`src/rtl/huffman_bit_aligner.sv`:
```
// Bit aligner in front of the Huffman decoder: packs incoming words into a
// left-aligned bit buffer and presents an MSB-first sliding decode window.
module huffman_bit_aligner #(
    parameter int WORD_WIDTH = 32,
    parameter int WIN_WIDTH  = 16,
    parameter int BUF_WIDTH  = 64,
    parameter int LVL_W      = $clog2(BUF_WIDTH + 1)
) (
    input  logic                  clk,
    input  logic                  rst,
    input  logic [WORD_WIDTH-1:0] in_data,
    input  logic                  in_valid,
    output logic                  in_ready,
    input  logic                  flush,
    output logic [WIN_WIDTH-1:0]  window,
    output logic                  window_valid,
    input  logic                  consume,
    input  logic [3:0]            consume_len,
    output logic [LVL_W-1:0]      level,
    output logic [31:0]           bits_consumed,
    output logic                  underflow_err,
    output logic [1:0]            dbg_state
);

    typedef enum logic [1:0] {
        ST_EMPTY   = 2'd0,
        ST_PARTIAL = 2'd1,
        ST_VALID   = 2'd2,
        ST_FLUSH   = 2'd3
    } state_t;

    state_t                r_state;
    state_t                w_state_next;
    logic [BUF_WIDTH-1:0]  r_buf;
    logic [LVL_W-1:0]      r_level;
    logic [31:0]           r_bits_consumed;
    logic                  r_underflow;

    logic                  w_window_valid;
    logic                  w_consume_ok;
    logic                  w_underflow_req;
    logic                  w_load;
    logic [LVL_W-1:0]      w_cons_amt;
    logic [LVL_W-1:0]      w_level_after_c;
    logic [LVL_W-1:0]      w_level_next;
    logic [BUF_WIDTH-1:0]  w_buf_after_c;
    logic [BUF_WIDTH-1:0]  w_word_aligned;
    logic [BUF_WIDTH-1:0]  w_buf_next;

    assign w_window_valid = (r_level >= LVL_W'(WIN_WIDTH));
    assign in_ready       = (r_level <= LVL_W'(WORD_WIDTH)) && (r_state != ST_FLUSH);
    assign window         = r_buf[BUF_WIDTH-1 -: WIN_WIDTH];
    assign window_valid   = w_window_valid;
    assign level          = r_level;
    assign bits_consumed  = r_bits_consumed;
    assign underflow_err  = r_underflow;
    assign dbg_state      = r_state;

    // Consume is applied before the load so a same-edge word lands right
    // behind whatever survives the shift.
    always_comb begin
        w_consume_ok    = consume && w_window_valid;
        w_underflow_req = consume && !w_window_valid && (consume_len != 4'd0);
        w_load          = in_valid && in_ready;
        w_cons_amt      = w_consume_ok ? LVL_W'(consume_len) : '0;
        w_level_after_c = r_level - w_cons_amt;
        w_buf_after_c   = r_buf << w_cons_amt;
        w_word_aligned  = '0;
        if (w_load) begin
            w_word_aligned = {in_data, {(BUF_WIDTH-WORD_WIDTH){1'b0}}} >> w_level_after_c;
        end
        w_buf_next   = w_buf_after_c | w_word_aligned;
        w_level_next = w_level_after_c + (w_load ? LVL_W'(WORD_WIDTH) : '0);
    end

    always_comb begin
        w_state_next = r_state;
        if (flush) begin
            w_state_next = ST_FLUSH;
        end else if (r_state == ST_FLUSH) begin
            w_state_next = ST_EMPTY;
        end else if (w_level_next == '0) begin
            w_state_next = ST_EMPTY;
        end else if (w_level_next < LVL_W'(WIN_WIDTH)) begin
            w_state_next = ST_PARTIAL;
        end else begin
            w_state_next = ST_VALID;
        end
    end

    always_ff @(posedge clk or posedge rst) begin
        if (rst) begin
            r_state         <= ST_EMPTY;
            r_buf           <= '0;
            r_level         <= '0;
            r_bits_consumed <= '0;
            r_underflow     <= 1'b0;
        end else begin
            r_state <= w_state_next;
            if (flush) begin
                r_buf       <= '0;
                r_level     <= '0;
                r_underflow <= 1'b0;
            end else begin
                r_buf           <= w_buf_next;
                r_level         <= w_level_next;
                r_bits_consumed <= r_bits_consumed + 32'(w_cons_amt);
                if (w_underflow_req) begin
                    r_underflow <= 1'b1;
                end
            end
        end
    end

endmodule

```
`config.mk`:
```
export PLATFORM = sky130hd
export DESIGN_NAME = huffman_bit_aligner
export DESIGN_NICKNAME = d
export VERILOG_FILES = /design/src/rtl/huffman_bit_aligner.sv
export SDC_FILE = /design/constraint.sdc
export NUM_CORES = 1
export LEC_CHECK = 0
export CAP_MARGIN = 25
export CORE_ASPECT_RATIO = 1.5
export CORE_MARGIN = 3
export CORE_UTILIZATION = 40
export DETAILED_ROUTE_END_ITERATION = 16
export HOLD_SLACK_MARGIN = 0.03
export SYNTH_ARGS = -nofsm -noshare
export SYNTH_HDL_FRONTEND = slang
export SYNTH_SLANG_ARGS = --single-unit
```
`constraint.sdc`:
```
create_clock -name clk -period 4.1 [get_ports clk]
set_input_delay 0.82 -clock clk [delete_from_list [all_inputs] [get_ports clk]]
set_output_delay 0.82 -clock clk [all_outputs]
set_load 0.005 [all_outputs]
```
==> out/qor.csv, run 1 <==
stage,metric,value,unit
sta,worst_slew_pin_slew,0.933,ns
yosys,ys_seq_area_share,26.4,%
sta,holdWs,0.478,ns
placed_design,gp_congestion,1.01,
yosys,async_flop_share,100,%
critical_path,cp_max_fo,13,
sta,period_needed,3.80,ns
floorplanning,die_h,200,um
placed_design,io_buffers,100,
yosys,synth_nets,1157,
finish,final_common_cell,buf_4,
route,drt_iter0_drc,830,
sta,layout_setup_ws,0.297,ns
critical_path,cp_cell_sequence,clkdlybuf4s50_1 -> o311ai_4 -> fa_2 -> buf_12 -> buf_4 -> mux2i_1 -> mux2i_1 -> mux2i_1 -> a21oi_1 -> buf_4 -> mux2i_2 -> o221ai_1,
yosys,synth.distinct_cells,70,
critical_path,cp.required,4.31,ns
sta,maxSlewViolCount,0,
critical_path,cpMaxStageDelayCell,fa_2,
power,p_total,13.4,mW
global_routing,grt_pass1_vias,10000,
finish,final_cell_mix,"162 x buf_4, 158 x mux2i_1, 112 x nand2_1",
critical_path,arrival,4.02,ns
power,ir_worst_vdd,0.603,mV
finish,finalNetCount,1335,
cts,clk_pin_slew_worst_paths,0.08,ns
sta,relSlewSlack,37.8,%
global_routing,grt-ovfl-total,0,
cts,cts.path.max_buffers,2,
sta,hold_viol,0,
global_routing,antenna_found_initial,0,
global_routing,use_met1,32.1,%
finish,postLayoutCoreUtil,52.0,%
job,cap_violations,0,
critical_path,path_delay_family,buffers and inverters,
yosys,synth.avg_cell_area,9.08,sq um
floorplanning,ios,101,
sta,max_clock_freq,263,MHz
yosys,ys_warn_count,0,
global_routing,grt_pass1_wl,57900,um
critical_path,path_buf_inv,4,
cts,hold_buffers,0,
critical_path,cp_common_cell,mux2i_1,
global_routing,met2_usage,49.8,%
route,drtPass1Iterations,5,
route,drc,0,
cts,cts_inserted_buffers,9,
placed_design,place_hpwl,30200,um
finish,fillerInstances,2358,
global_routing,busiest_layer,met2,
hold_path,hold_class,flip-flop to flip-flop,
cts,cts_root_buffer,clkbuf_16,
run_status,status,finished clean,
sta,timing.final.crit_share,92.8,%
finish,fin_cells,1611,
route,wl,37800,um
finish,drive_above_1_share,23.5,%
finish,diodes,0,
finish,area_growth,27.1,%
cts,cts_tree,done,
yosys,ys.flop_type,dfrtp_1,
cts,cts_sinks,106,
critical_path,worstSetupPathType,input pin to flip-flop,
placed_design,dp.cells,1591,
sta,setup_viol,0,
cts,clock_latency,0.38,ns
critical_path,cp_slowest_stage_delay,0.65,ns
global_routing,grt_max_degree,75,
floorplanning,die_w,135,um
critical_path,cp-end-kind,flip-flop,
floorplanning,core-area,24500,sq um
placed_design,pre_cts_slack,-0.577,ns
global_routing,use_met3,3.21,%
sta,rsz0062_at_grt,false,
floorplanning,initial_core_util,40.9,%
route,ant_nets,0,
global_routing,grtUsageTotal,27.7,%
critical_path,start_kind,input pin,
power,powerDensity,1050,nW/um^2
route,num_vias,9832,
floorplanning,die_area,27000,sq um
yosys,netlist_area,10000,sq um
yosys,netlist_instances,1104,
route,drt-wirelength-per-cell,23.5,um
cts,htree_levels,3,
sta,setup_tns,0,ns
yosys,ys_ff_latch,106,
placed_design,dpl_cell_area,12300,sq um
yosys,synth-edff-count,0,
route,routed_via_density,6.10,
power,leakage,5.37,nW
sta,final.setup_skew,0.0162,ns
finish,stdcell_area,12700,sq um
floorplanning,num_rows,70,
==> report_power, final <==
part / leakage [nW] / internal (mW) / total (mW) / switching, mW
Clock: 0.160 / 0.550 / 1.01 / 0.464
Combinational: 3.78 / 5.03 / 10.6 / 5.60
Sequential: 1.43 / 1.39 / 1.76 / 0.372
==> synth_stat cells, types with 10 or more instances <==
cell type / number / area [sq um]
a211oi_1: 24 / 180
buf_2: 40 / 200
a31oi_1: 32 / 200
a21oi_1: 66 / 330
dfrtp_1: 106 / 2650
clkbuf_1: 36 / 135
o22ai_1: 20 / 125
o21ai_0: 21 / 105
buf_4: 19 / 143
nand3_1: 34 / 170
a211o_1: 11 / 96.3
a21o_1: 10 / 75.1
buf_1: 10 / 37.5
a221oi_1: 27 / 236
nand2_1: 112 / 420
xor2_1: 17 / 149
inv_1: 16 / 60.1
nor2b_1: 11 / 68.8
mux2i_1: 162 / 1620
o211ai_1: 10 / 75.1
nor3_1: 26 / 130
nor2_1: 44 / 165
mux4_2: 26 / 586
a22oi_1: 11 / 82.6
mux2_2: 62 / 698
and3_1: 15 / 93.8
ha_1: 10 / 125
xnor2_1: 17 / 149
==> sequential cells by signal (all words and copies together), names as in the netlist <==
| signal | count |
|---|---|
| r_buf | 64 |
| bits_consumed | 32 |
| level | 7 |
| dbg_state | 2 |
| underflow_err | 1 |
==> what timing repair did <==
item	4_1_cts	5_1_grt
buffers inserted	2	1
resized for setup	1	6
cloned	0	1
pin swaps	0	1
endpoints found under the setup margin	2	16
==> worst paths after layout <==
path	cells past startpoint	start	slack (ns)	to
min reg2reg	1	bits_consumed[31]$_DFFE_PP0N_	0.48	bits_consumed[31]$_DFFE_PP0N_
min in group asynchronous	2	rst	0.87	underflow_err$_DFFE_PP0P_
max in group asynchronous	3	rst	2.46	r_buf[56]$_DFF_PP0_
max	12	consume_len[1]	0.30	r_buf[2]$_DFF_PP0_
min	1	bits_consumed[31]$_DFFE_PP0N_	0.48	bits_consumed[31]$_DFFE_PP0N_
max reg2reg	13	level[5]$_DFF_PP0_	0.40	r_buf[42]$_DFF_PP0_
==> kinds of logic after synthesis <==
| group | after synthesis | share of synthesized area, % |
|---|---|---|
| xor+xnor | 34 | 2.97 |
| compound gates | 286 | 20.1 |
| mux | 250 | 29.0 |
| flops | 106 | 26.4 |
| buf+inv | 124 | 6.00 |
| simple gates | 292 | 13.9 |
| fa+ha+maj | 12 | 1.65 |
==> worst register-to-register path: stages (launching register included) <==
cell and delay (ns):
dfrtp_1 0.41, buf_4 0.19, nor3_2 0.38, inv_1 0.21
nand3_1 0.19, ha_1 0.26, and4b_1 0.20, a2111o_1 0.43
xor2_2 0.22, inv_1 0.13, nor2_1 0.28, buf_4 0.25
nand3_1 0.17, a21oi_1 0.28
==> area by class of cell <==
class / count / area [sq um] / share of cell area (%)
Multi-Input combinational cell: 874 / 6830 / 53.6
Sequential cell: 106 / 2650 / 20.8
Timing Repair Buffer: 274 / 2460 / 19.3
Tap cell: 324 / 405 / 3.18
Clock buffer: 9 / 225 / 1.77
Clock inverter: 7 / 108 / 0.844
Inverter: 17 / 66.3 / 0.520
==> per-layer routing <==
| layer | up-vias | part of all wire, % |
|---|---|---|
| li1 | 4558 | - |
| met1 | 4829 | 39 |
| met2 | 353 | 52 |
| met3 | 92 | 4.3 |
| met4 | 0 | 5.5 |
| met5 | - | 0 |
No activity file was read; power rests on OpenSTA's default activity.
==> run 2: changes to the inputs <==
CELL_PAD_IN_SITES_DETAIL_PLACEMENT = 1   (was not set)
CELL_PAD_IN_SITES_GLOBAL_PLACEMENT = 2   (was not set)
CORE_UTILIZATION = 33   (was 40)
PLACE_DENSITY_LB_ADDON = 0.1   (was not set)
==> run 2 against run 1 <==
Global-route usage shrank 1.7 points. Wire length grew 11%. Clock power shrank 12%.
==> out/qor.csv, run 2 (synthesis results as in run 1) <==
stage,metric,value,unit,change
power,p_total,13.6,mW,was 13.4 mW
sta,period_needed,3.86,ns,was 3.80 ns
critical_path,endpoint,r_buf[2]$_DFF_PP0_,,unchanged
cts,cts_tree,done,,unchanged
finish,drive_above_1_share,24.0,%,was 23.5%
job,cap_violations,0,,unchanged
floorplanning,die_area,32600,sq um,was 27000 sq um
critical_path,arrival,4.14,ns,was 4.02 ns
global_routing,use_met3,3.76,%,was 3.21%
route,ant_nets,0,,unchanged
hold_path,min_from,bits_consumed[31]$_DFFE_PP0N_,,unchanged
cts,hold_buffers,0,,unchanged
critical_path,worstSetupPathType,input pin to flip-flop,,unchanged
cts,cts_root_buffer,clkbuf_16,,unchanged
placed_design,dp.cells,1672,,was 1591
cts,clock_latency,0.38,ns,about the same
route,drtPass1Iterations,5,,unchanged
critical_path,rrSetupSlack,0.30,ns,was 0.40 ns
cts,cts.path.max_buffers,2,,unchanged
hold_path,hold_class,flip-flop to flip-flop,,unchanged
sta,hold_viol,0,,unchanged
power,leakage,5.41,nW,was 5.37 nW
finish,seqCellArea,2650,sq um,unchanged
cts,htree_levels,3,,unchanged
sta,relSlewSlack,37.4,%,was 37.8%
critical_path,r2r_end,r_buf[2]$_DFF_PP0_,,was r_buf[42]$_DFF_PP0_
critical_path,start_kind,input pin,,unchanged
route,wl,42100,um,was 37800 um
global_routing,use_met1,30.3,%,was 32.1%
floorplanning,num_rows,77,,was 70
sta,final.setup_skew,0.0104,ns,was 0.0162 ns
finish,top_register,r_buf,,unchanged
sta,setup_viol,0,,unchanged
placed_design,gp_congestion,0.936,,was 1.01
finish,fillerInstances,3524,,was 2358
placed_design,io_buffers,100,,unchanged
route,drt_iter0_drc,409,,was 830
finish,area_growth,28.8,%,was 27.1%
critical_path,startpoint,consume_len[1],,unchanged
global_routing,grt_pass1_vias,10600,,was 10000
critical_path,worstReg2RegStart,level[5]$_DFF_PP0_,,unchanged
finish,multi_input_area,6850,sq um,was 6830 sq um
finish,fin_cells,1692,,was 1611
route,drt-wirelength-per-cell,24.9,um,was 23.5 um
global_routing,busiest_layer,met2,,unchanged
run_status,status,finished clean,,unchanged
sta,holdWs,0.479,ns,was 0.478 ns
finish,final_common_cell,buf_4,,unchanged
finish,finalNetCount,1345,,was 1335
floorplanning,initial_core_util,33.8,%,was 40.9%
global_routing,antenna_found_initial,0,,unchanged
sta,timing.final.crit_share,94.1,%,was 92.8%
floorplanning,die_w,148,um,was 135 um
sta,rsz0062_at_grt,false,,unchanged
route,drc,0,,unchanged
global_routing,met2_usage,47.5,%,was 49.8%
critical_path,rr_worst_depth,14,,was 13
cts,clk_pin_slew_worst_paths,0.07,ns,was 0.08 ns
sta,worst_slew_pin_slew,0.938,ns,was 0.933 ns
global_routing,grt_max_degree,74,,was 75
cts,cts_sinks,106,,unchanged
power,powerDensity,1050,nW/um^2,about the same
global_routing,grt-ovfl-total,0,,unchanged
sta,max_clock_freq,259,MHz,was 263 MHz
critical_path,cp-end-kind,flip-flop,,unchanged
floorplanning,core-area,29700,sq um,was 24500 sq um
global_routing,grt_pass1_wl,64600,um,was 57900 um
finish,final_cell_mix,"170 x buf_4, 160 x mux2i_1, 112 x nand2_1",,"was 162 x buf_4, 158 x mux2i_1, 112 x nand2_1"
floorplanning,die_h,220,um,was 200 um
power,ir_worst_vdd,0.359,mV,was 0.603 mV
cts,cts_inserted_buffers,9,,unchanged
floorplanning,ios,101,,unchanged
route,num_vias,9869,,was 9832
critical_path,cp_max_fo,15,,was 13
global_routing,grtUsageTotal,26.0,%,was 27.7%
placed_design,place_hpwl,33500,um,was 30200 um
finish,largest_reg_flops,64,,unchanged
route,routed_via_density,5.83,,was 6.10
critical_path,cp.required,4.38,ns,was 4.31 ns
sta,maxSlewViolCount,0,,unchanged
finish,diodes,0,,unchanged
-- run 2: metrics by stage --
| stage | cell area, sq um | setup WS, ns | utilization, % | TNS, ns |
|---|---|---|---|---|
| 2_1_floorplan | 10100 | -0.0405 | - | -0.0405 |
| 3_3_place_gp | 12500 | -0.667 | 42.2 | -12.75 |
| 3_5_place_dp | 12500 | -0.670 | 42.2 | -13.58 |
| 4_1_cts | 12900 | 0.00809 | 43.5 | 0 |
| 5_1_grt | 12900 | 0.175 | 43.5 | 0 |
| 6_report | 12900 | 0.240 | 43.5 | 0 |
-- run 2: area by class of cell --
class | count | share of cell area (%)
inverter | 17 | 0.514
timing repair buffer | 284 | 19.9
multi-input combinational | 874 | 53.1
tap | 395 | 3.83
clock inverter | 3 | 0.184
clock buffer | 13 | 2.02
sequential | 106 | 20.5
-- run 2: worst min-delay path by stage --
stage / end / slack (ns) / cells after the start
after floorplan: bits_consumed[31]$_DFFE_PP0N_ / 0.47 / 1
after global placement: bits_consumed[31]$_DFFE_PP0N_ / 0.46 / 1
after detailed placement: bits_consumed[31]$_DFFE_PP0N_ / 0.47 / 1
after CTS: bits_consumed[31]$_DFFE_PP0N_ / 0.49 / 1
after global routing: bits_consumed[31]$_DFFE_PP0N_ / 0.51 / 1
final: bits_consumed[31]$_DFFE_PP0N_ / 0.48 / 1
-- run 2: power by group --
| part | leakage (nW) | total (mW) | internal, mW | switching (mW) |
|---|---|---|---|---|
| Sequential | 1.43 | 1.78 | 1.39 | 0.390 |
| Combinational | 3.85 | 10.9 | 5.08 | 5.81 |
| Clock | 0.132 | 0.885 | 0.448 | 0.437 |
| Total | 5.41 | 13.6 | 6.92 | 6.64 |
-- run 2: what timing repair did --
action	in CTS	in global routing
gates cloned	1	0
endpoints found under the setup margin	6	27
resized for setup	8	2
pin swaps	0	1
setup buffers	3	0
-- run 2: metal layers --
metal / routed length [um] / vias up
li1: - / 4564
met1: 17000 / 5018
met2: 22100 / 216
met3: 1380 / 71
met4: 1670 / 0
met5: 0 / -
-- run 2: worst max-delay path, cell delays in order --
cell and delay, ns:
clkdlybuf4s50_1 0.55, o311ai_4 0.14, fa_2 0.59, buf_4 0.16
buf_16 0.15, mux2i_1 0.12, mux4_2 0.48, buf_4 0.15
mux2i_1 0.41, mux2i_1 0.15, buf_4 0.19, o221ai_1 0.22
==> run 3: changes to the inputs <==
SETUP_SLACK_MARGIN = 0.15   (was not set)
SLEW_MARGIN = 20   (was not set)
==> run 3 against run 2 <==
Worst hold slack gained 0.0037 ns. Clock skew rose by 0.0095 ns. First-iteration DRC count increased by 22%. Core utilization fell by 0.13 points. Final cell count decreased by 0.71%. Non-clock buffer count down 12. Register-to-register slack about the same. Die area did not move. Highest routed layer is now met5.
==> out/qor.csv, run 3 (synthesis results as in run 1) <==
stage,metric,value,unit,change
global_routing,grt-ovfl-total,0,,unchanged
route,routed_via_density,5.89,,was 5.83
finish,diodes,0,,unchanged
route,drt-wirelength-per-cell,25.3,um,was 24.9 um
power,powerDensity,1050,nW/um^2,about the same
critical_path,worstReg2RegStart,level[4]$_DFF_PP0_,,was level[5]$_DFF_PP0_
route,wl,42500,um,was 42100 um
sta,hold_viol,0,,unchanged
floorplanning,die_h,220,um,unchanged
sta,max_clock_freq,260,MHz,was 259 MHz
route,ant_nets,0,,unchanged
placed_design,place_hpwl,33700,um,was 33500 um
route,drc,0,,unchanged
floorplanning,initial_core_util,33.8,%,unchanged
placed_design,gp_congestion,0.917,,was 0.936
global_routing,grt_max_degree,75,,was 74
finish,final_cell_mix,"159 x buf_4, 156 x mux2i_1, 112 x nand2_1",,"was 170 x buf_4, 160 x mux2i_1, 112 x nand2_1"
job,cap_violations,0,,unchanged
sta,worst_slew_pin_slew,0.953,ns,was 0.938 ns
cts,clock_latency,0.39,ns,was 0.38 ns
cts,clk_pin_slew_worst_paths,0.09,ns,was 0.07 ns
finish,postLayoutCoreUtil,43.4,%,was 43.5%
finish,top_register,r_buf,,unchanged
critical_path,start_kind,input pin,,unchanged
finish,stdcell_area,12900,sq um,about the same
floorplanning,num_rows,77,,unchanged
cts,hold_buffers,0,,unchanged
critical_path,cp_slowest_stage_delay,0.63,ns,was 0.59 ns
critical_path,worstSetupPathType,input pin to flip-flop,,unchanged
floorplanning,die_w,148,um,unchanged
sta,setup_tns,0,ns,unchanged
critical_path,cpMaxStageDelayCell,fa_2,,unchanged
finish,largest_reg_flops,64,,unchanged
sta,rsz0062_at_grt,true,,was false
cts,htree_levels,3,,unchanged
global_routing,grt_pass1_wl,65000,um,was 64600 um
run_status,status,finished clean,,unchanged
hold_path,worstHoldPathCells,1,,unchanged
critical_path,cp-end-kind,flip-flop,,unchanged
finish,finalNetCount,1333,,was 1345
critical_path,cp.required,4.34,ns,was 4.38 ns
cts,cts_inserted_buffers,9,,unchanged
finish,final_common_cell,buf_4,,unchanged
cts,cts.path.max_buffers,2,,unchanged
finish,drive_above_1_share,24.4,%,was 24.0%
critical_path,cp_max_fo,15,,unchanged
floorplanning,core-area,29700,sq um,unchanged
sta,period_needed,3.84,ns,was 3.86 ns
hold_path,hold_class,flip-flop to flip-flop,,unchanged
global_routing,antenna_found_initial,1,,was 0
cts,cts_tree,done,,unchanged
route,drt_iter0_drc,498,,was 409
placed_design,dpl_cell_area,12400,sq um,was 12500 sq um
route,drtPass1Iterations,6,,was 5
global_routing,grtUsageTotal,26.2,%,was 26.0%
finish,fillerInstances,3482,,was 3524
sta,maxSlewViolCount,0,,unchanged
floorplanning,ios,101,,unchanged
critical_path,arrival,4.08,ns,was 4.14 ns
cts,cts_sinks,106,,unchanged
power,leakage,5.34,nW,was 5.41 nW
critical_path,rr_worst_depth,14,,unchanged
placed_design,dp.cells,1662,,was 1672
finish,fin_cells,1680,,was 1692
critical_path,rrSetupSlack,0.30,ns,about the same
finish,area_growth,28.4,%,was 28.8%
floorplanning,die_area,32600,sq um,unchanged
cts,cts_root_buffer,clkbuf_16,,unchanged
sta,final.setup_skew,0.0198,ns,was 0.0104 ns
sta,timing.final.crit_share,93.8,%,was 94.1%
hold_path,worstHoldEndpoint,bits_consumed[31]$_DFFE_PP0N_,,unchanged
sta,setup_viol,0,,unchanged
critical_path,cp_cell_sequence,clkdlybuf4s50_1 -> o311ai_4 -> fa_2 -> buf_12 -> buf_16 -> mux2_2 -> mux4_2 -> a21oi_1 -> a31oi_1 -> mux2i_2 -> o21ai_1,,was clkdlybuf4s50_1 -> o311ai_4 -> fa_2 -> buf_4 -> buf_16 -> mux2i_1 -> mux4_2 -> buf_4 -> mux2i_1 -> mux2i_1 -> buf_4 -> o221ai_1
hold_path,min_from,bits_consumed[31]$_DFFE_PP0N_,,unchanged
global_routing,grt_pass1_vias,10600,,about the same
power,ir_worst_vdd,0.385,mV,was 0.359 mV
placed_design,io_buffers,100,,unchanged
sta,relSlewSlack,36.5,%,was 37.4%
critical_path,r2r_end,r_buf[35]$_DFF_PP0_,,was r_buf[2]$_DFF_PP0_
route,num_vias,9895,,was 9869
==> run 3: metal layers <==
layer	track usage, %	routed length [um]	up-vias
li1	-	-	4540
met1	31.4	17200	5042
met2	47.3	22200	231
met3	3.21	1280	80
met4	10.9	1790	2
met5	0	13	-
==> run 3: worst max path at each step <==
stage	startpoint	end	slack, ns	depth (start not counted)
floorplan	consume	r_buf[11]$_DFF_PP0_	0.15	15
global placement	consume	r_buf[33]$_DFF_PP0_	-0.53	14
detailed placement	consume	r_buf[7]$_DFF_PP0_	-0.54	14
CTS	consume	r_buf[2]$_DFF_PP0_	0.27	13
global route	consume	r_buf[12]$_DFF_PP0_	0.14	15
finish	consume_len[1]	r_buf[7]$_DFF_PP0_	0.26	11
==> run 3: power breakdown <==
part	total [mW]	switching [mW]	internal (mW)
clock	0.954	0.473	0.481
combinational	10.8	5.82	5.01
sequential	1.80	0.414	1.39
==> run 3: critical path, delay by kind of cell <==
family / cells / cell delay (ns)
multiplexers: 3 / 1.21
AO/OA/AOI/OAI: 4 / 0.57
buffers and inverters: 3 / 0.84
adder cells (fa/ha/maj): 1 / 0.63
==> run 3: repair_timing <==
item,in CTS,in global routing
buffers inserted,1,0
pin swaps,1,2
resized for setup,14,11
gates cloned,1,0
endpoints found under the setup margin,31,18
==> run 3: area by class of cell <==
class	instances	area, sq um	area share [%]
Clock buffer	9	225	1.75
Clock inverter	7	75.1	0.583
Inverter	17	66.3	0.515
Multi-Input combinational cell	874	6920	53.7
Sequential cell	106	2650	20.6
Tap cell	395	494	3.84
Timing Repair Buffer	272	2450	19.0
==> run 3: metrics by stage <==
| step | total power, mW | hold WS, ns | setup slack, ns |
|---|---|---|---|
| 2_1_floorplan | 7.21 | 0.468 | 0.149 |
| 3_3_place_gp | 12.1 | 0.463 | -0.527 |
| 3_5_place_dp | 12.2 | 0.471 | -0.543 |
| 4_1_cts | 13.4 | 0.490 | 0.272 |
| 5_1_grt | 14.3 | 0.516 | 0.142 |
| 6_report | 13.6 | 0.483 | 0.256 |
